==> src/rtl/exe_mem_skid_reg.sv <==
// exe_mem_skid_reg
// EXE->MEM pipeline register with a valid/ready handshake and a two-entry
// skid buffer. The memory stage can stall for multi-cycle accesses without
// a combinational ready path reaching back into execute. in_ready comes
// straight from a flop. The block also has a synchronous flush and a
// saturating stall-cycle counter.
//
// Ports
//   clk          pipeline clock; all state changes on the rising edge
//   rst          asynchronous, active-low reset
//   in_valid     execute stage offers a beat
//   in_ready     register can take a beat (registered)
//   MEM_R_EN_in, MEM_W_EN_in, WB_EN_in, Dest_in, ALU_Res_in, Val_Rm_in
//                incoming beat payload
//   flush        synchronous kill of every held beat (highest priority)
//   out_valid    a beat is presented to the memory stage
//   out_ready    memory stage consumes the presented beat
//   MEM_R_EN_out, MEM_W_EN_out, WB_EN_out
//                control bits, forced low while out_valid is low
//   Dest_out, ALU_Res_out, Val_Rm_out
//                main-entry payload (don't-care while out_valid is low)
//   stat_clr     synchronous clear of the stall counter
//   stall_cycles saturating count of cycles with out_valid && !out_ready
module exe_mem_skid_reg #(
    parameter int DATA_W = 32,
    parameter int DEST_W = 4,
    parameter int CNT_W  = 16
) (
    input  logic              clk,
    input  logic              rst,
    input  logic              in_valid,
    output logic              in_ready,
    input  logic              MEM_R_EN_in,
    input  logic              MEM_W_EN_in,
    input  logic              WB_EN_in,
    input  logic [DEST_W-1:0] Dest_in,
    input  logic [DATA_W-1:0] ALU_Res_in,
    input  logic [DATA_W-1:0] Val_Rm_in,
    input  logic              flush,
    output logic              out_valid,
    input  logic              out_ready,
    output logic              MEM_R_EN_out,
    output logic              MEM_W_EN_out,
    output logic              WB_EN_out,
    output logic [DEST_W-1:0] Dest_out,
    output logic [DATA_W-1:0] ALU_Res_out,
    output logic [DATA_W-1:0] Val_Rm_out,
    input  logic              stat_clr,
    output logic [CNT_W-1:0]  stall_cycles
);

    localparam int PAY_W = 3 + DEST_W + 2 * DATA_W;
    localparam logic [CNT_W-1:0] CNT_ONE = {{(CNT_W-1){1'b0}}, 1'b1};

    typedef enum logic [1:0] {
        ST_EMPTY = 2'd0,
        ST_ONE   = 2'd1,
        ST_TWO   = 2'd2
    } state_t;

    state_t             state_reg, state_next;
    logic               main_valid_reg, skid_valid_reg, in_ready_reg;
    logic               main_valid_next, skid_valid_next;
    logic [PAY_W-1:0]   main_pay_reg, skid_pay_reg;
    logic [PAY_W-1:0]   in_pay;
    logic               main_load_in, main_load_skid, skid_load;
    logic               accept, emit;
    logic [CNT_W-1:0]   stall_cnt_reg;
    logic [2:0]         ctrl_stored;
    logic [2:0]         ctrl_gated;

    assign in_pay = {MEM_R_EN_in, MEM_W_EN_in, WB_EN_in, Dest_in, ALU_Res_in, Val_Rm_in};
    assign accept = in_valid && in_ready_reg;
    assign emit   = main_valid_reg && out_ready;

    // Next-state and entry-load decode
    always_comb begin
        state_next     = state_reg;
        main_load_in   = 1'b0;
        main_load_skid = 1'b0;
        skid_load      = 1'b0;
        if (flush) begin
            // Everything held is dropped, including a beat offered this cycle.
            state_next = ST_EMPTY;
        end else begin
            case (state_reg)
                ST_EMPTY: begin
                    if (accept) begin
                        state_next   = ST_ONE;
                        main_load_in = 1'b1;
                    end
                end
                ST_ONE: begin
                    if (accept && emit) begin
                        main_load_in = 1'b1;
                    end else if (accept) begin
                        state_next = ST_TWO;
                        skid_load  = 1'b1;
                    end else if (emit) begin
                        state_next = ST_EMPTY;
                    end
                end
                ST_TWO: begin
                    // in_ready is low here, so only draining can happen.
                    if (emit) begin
                        state_next     = ST_ONE;
                        main_load_skid = 1'b1;
                    end
                end
                default: state_next = ST_EMPTY;
            endcase
        end
        main_valid_next = (state_next != ST_EMPTY);
        skid_valid_next = (state_next == ST_TWO);
    end

    always_ff @(posedge clk or negedge rst) begin
        if (!rst) begin
            state_reg      <= ST_EMPTY;
            main_valid_reg <= 1'b0;
            skid_valid_reg <= 1'b0;
            in_ready_reg   <= 1'b1;
            main_pay_reg   <= '0;
            skid_pay_reg   <= '0;
        end else begin
            state_reg      <= state_next;
            main_valid_reg <= main_valid_next;
            skid_valid_reg <= skid_valid_next;
            // Ready comes from a flop. It is computed from the next skid
            // occupancy, so it drops right after the beat that fills the skid.
            in_ready_reg   <= !skid_valid_next;
            if (main_load_in) begin
                main_pay_reg <= in_pay;
            end else if (main_load_skid) begin
                main_pay_reg <= skid_pay_reg;
            end
            if (skid_load) begin
                skid_pay_reg <= in_pay;
            end
        end
    end

    // Saturating stall counter; clear beats a same-cycle increment.
    always_ff @(posedge clk or negedge rst) begin
        if (!rst) begin
            stall_cnt_reg <= '0;
        end else if (stat_clr) begin
            stall_cnt_reg <= '0;
        end else if (main_valid_reg && !out_ready && !(&stall_cnt_reg)) begin
            stall_cnt_reg <= stall_cnt_reg + CNT_ONE;
        end
    end

    assign {ctrl_stored, Dest_out, ALU_Res_out, Val_Rm_out} = main_pay_reg;

    // Stale control bits in an empty entry must never reach memory/write-back.
    generate
        for (genvar gi = 0; gi < 3; gi++) begin : g_ctrl_gate
            assign ctrl_gated[gi] = ctrl_stored[gi] & main_valid_reg;
        end
    endgenerate

    assign MEM_R_EN_out = ctrl_gated[2];
    assign MEM_W_EN_out = ctrl_gated[1];
    assign WB_EN_out    = ctrl_gated[0];
    assign out_valid    = main_valid_reg;
    assign in_ready     = in_ready_reg;
    assign stall_cycles = stall_cnt_reg;

endmodule
==> config.mk <==
export PLATFORM = sky130hd
export DESIGN_NAME = exe_mem_skid_reg
export DESIGN_NICKNAME = d
export VERILOG_FILES = /design/src/rtl/exe_mem_skid_reg.sv
export SDC_FILE = /design/constraint.sdc
export NUM_CORES = 1
export LEC_CHECK = 0
export ABC_AREA = 1
export ABC_CLOCK_PERIOD_IN_PS = 4300
export CAP_MARGIN = 25
export CORE_AREA = 2 2 121 123
export DETAILED_ROUTE_END_ITERATION = 8
export DIE_AREA = 0 0 123 125
export GPL_TIMING_DRIVEN = 0
export PLACE_DENSITY_LB_ADDON = 0.25
export SYNTH_ARGS = -nofsm -noshare
export SYNTH_HDL_FRONTEND = slang
export SYNTH_SLANG_ARGS = --single-unit
==> constraint.sdc <==
create_clock -name clk -period 4.3 [get_ports clk]
set_input_delay 0.645 -clock clk [delete_from_list [all_inputs] [get_ports clk]]
set_output_delay 0.645 -clock clk [all_outputs]
set_load 0.01 [all_outputs]
==> impl_metrics.ini <==
[outcome]
status = finished, final reports clean

[timing]
min_period_ns = 2.247
worst_pin_slew_ns = 0.5217
period_share = 0.5226
max-slew-margin-rel = 0.6485
fmax_mhz = 445.0
setup_violations = 0
rsz0062_at_grt = no
hold_viol = 0
maxSlewViolCount = 0
clock_skew_ns = 0.008095

[critical_path]
worstPathMaxFanout = 7
rr_worst_depth = 9
worst_setup_path_end_kind = primary output
reg2reg_to = stall_cycles[10]
r2r_start = stall_cycles[1]
criticalPathCategory = reg -> out
arrival_ns = 1.60
required_ns = 3.65
start_kind = register
regToRegSetupSlack_ns = 2.46

[floorplan]
io_pins = 166
die_h_um = 125
die_area_um2 = 15380
core-area_um2 = 14200
num_rows = 44
die_w_um = 123
start_util = 0.5391

[drt]
drt_pass1_iterations = 7
wl_per_cell_um = 13.78
drt_iter0_drc = 585
drc = 0
drt-total-wl_um = 18120
via_per_inst = 5.089
ant_nets = 0
vias = 6692

[cts]
root_buffer = clkbuf_16
htree_levels = 4
cts_tree = built
clk_latency_ns = 0.42
postCtsHoldBufs = 0
cts.path.max_buffers = 2
cts_buffers = 17
cts_resized = 0
path_clk_slew_ns = 0.06
post_cts_buffers = 0
cts.sinks = 162

[logic_synthesis]
synth_compound_gate_area_share = 0.1010
synth_top_family_by_area = simple AND/OR/NAND/NOR gates
syn_avg_cell_area_um2 = 8.216
synth-edff-count = 0
synthFlopType = dfrtp_1
synth_xor_area_frac = 0.006863
synth_adder_area_share = 0.001634
synth_mux_area_frac = 0
ys_seq_area_frac = 0.5296
synth.distinct_cells = 28
synth_cells = 932
synthesis.nets = 1010
syn_area_um2 = 7657
ys_seq_elements = 162
async_reset_ff_frac = 1.000
synthSimpleGateAreaFrac = 0.2515
yosysTopAreaCellShare = 0.5261
netlist_top_cells_count = nand2_1, dfrtp_1, nor2_1, a21oi_1, buf_4
ys_warn_count = 0
synth_most_common_cell = nand2_1
synth_area_leaders = dfrtp_1, nand2_1, buf_4, a21oi_1, nor2_1
synth_largest_area_cell = dfrtp_1

[finish]
design_area_um2 = 10130
n_fill_cell = 1113
num-nets-final = 1195
instances_no_fill = 1315
drive_above_1_share = 0.1248
synthToLayoutAreaGrowth_pct = 32.35

[placed_design]
dpl_cell_area_um2 = 9572
dp_cells = 1282
hpwl_um = 12260
port_buffers = 165
gp_congestion = 0.8053

[power]
p_per_area_nw_per_um2 = 541.8
leakagePower_nw = 4.805
ir_drop_uv = 318.5

[grt]
grt_pass1_vias = 6154
grt.total_usage = 0.2432
grt-ovfl-total = 0
antenna_found_initial = 1
grt_max_degree = 103
grt_pass1_wl_um = 29590

[hold_path]
hold_class = in -> async

[flow_run]
cap_viol_max_count = 0
## final cells by class
type                            count  area, um^2  area share
Buffer                            113       753.2     0.07432
Multi-Input combinational cell    635        2764      0.2727
Inverter                           22       85.08    0.008395
Antenna cell                        1       2.502   0.0002469
Clock inverter                      8       78.83    0.007778
Clock buffer                       24       481.7     0.04753
Tap cell                          184       230.2     0.02272
Timing Repair Buffer              166        1684      0.1662
Sequential cell                   162        4055      0.4001
## worst max-delay path, cell delays in order (launching register included)
cell and delay, ns:
dfrtp_1 0.49, nand2_1 0.08, inv_1 0.09, clkdlybuf4s50_1 0.53
## routing by layer
layer	global-route usage	routed length [um]
met1	0.3376	7972
met2	0.3897	8996
met3	0.04745	963
met4	0.07219	190
met5	0	0
## metrics by stage
stage / power, W / util / worst slack [ns] / hold slack (ns) / TNS [ns]
final: 0.005491 / 0.7135 / 2.053 / 0.1355 / 0
after global routing: 0.005835 / 0.7135 / 1.958 / 0.1782 / 0
after CTS: 0.005530 / 0.7134 / 2.030 / 0.1569 / 0
after detailed placement: 0.004082 / 0.6739 / 1.806 / 0.4533 / 0
after global placement: 0.004025 / 0.6716 / -4.053 / 0.4481 / -651.97
after floorplan: 0.003304 / - / 2.682 / 0.3494 / 0
## cell families (layout without fill, tap and decap cells)
group / after synthesis / in the layout
fa+ha+maj: 1 / 1
other cells: 0 / 1
xor+xnor: 6 / 6
buf+inv: 135 / 333
simple gates: 479 / 479
compound gates: 149 / 149
flops: 162 / 162
## report_power, final
part	switching (W)	internal, W
clock	0.000589	0.000842
combinational	0.000728	0.000973
sequential	0.000295	0.00206
## layout by cell type, fill, tap and decap left out, types with 2 or more instances in the layout
| master | instances |
|---|---|
| clkinvlp_4 | 4 |
| o21bai_1 | 2 |
| buf_2 | 11 |
| o21ai_1 | 20 |
| nor2_2 | 3 |
| buf_6 | 8 |
| nor2_1 | 92 |
| clkbuf_16 | 17 |
| inv_2 | 4 |
| clkdlybuf4s50_1 | 164 |
| inv_1 | 17 |
| nand4_1 | 12 |
| o21ai_2 | 6 |
| nand3_1 | 13 |
| nand2_1 | 350 |
| xor2_1 | 6 |
| o21ai_0 | 52 |
| nand2_2 | 2 |
| clkinv_2 | 2 |
| clkbuf_8 | 3 |
| dfrtp_1 | 161 |
| buf_4 | 68 |
| nor2_4 | 3 |
| a21oi_1 | 69 |
| clkbuf_1 | 29 |
## worst max-delay path by stage
stage / from / endpoint / slack, ns / cells past startpoint
4_1_cts: out_valid / MEM_R_EN_out / 2.03 / 3
3_3_place_gp: rst / skid_pay_reg[22] / -4.05 / 1
5_1_grt: out_valid / MEM_R_EN_out / 1.96 / 3
6_report: out_valid / MEM_R_EN_out / 2.05 / 3
3_5_place_dp: flush / skid_pay_reg[17] / 1.81 / 8
2_1_floorplan: out_ready / main_pay_reg[0] / 2.68 / 8
Power figures use the tool's default switching activity.
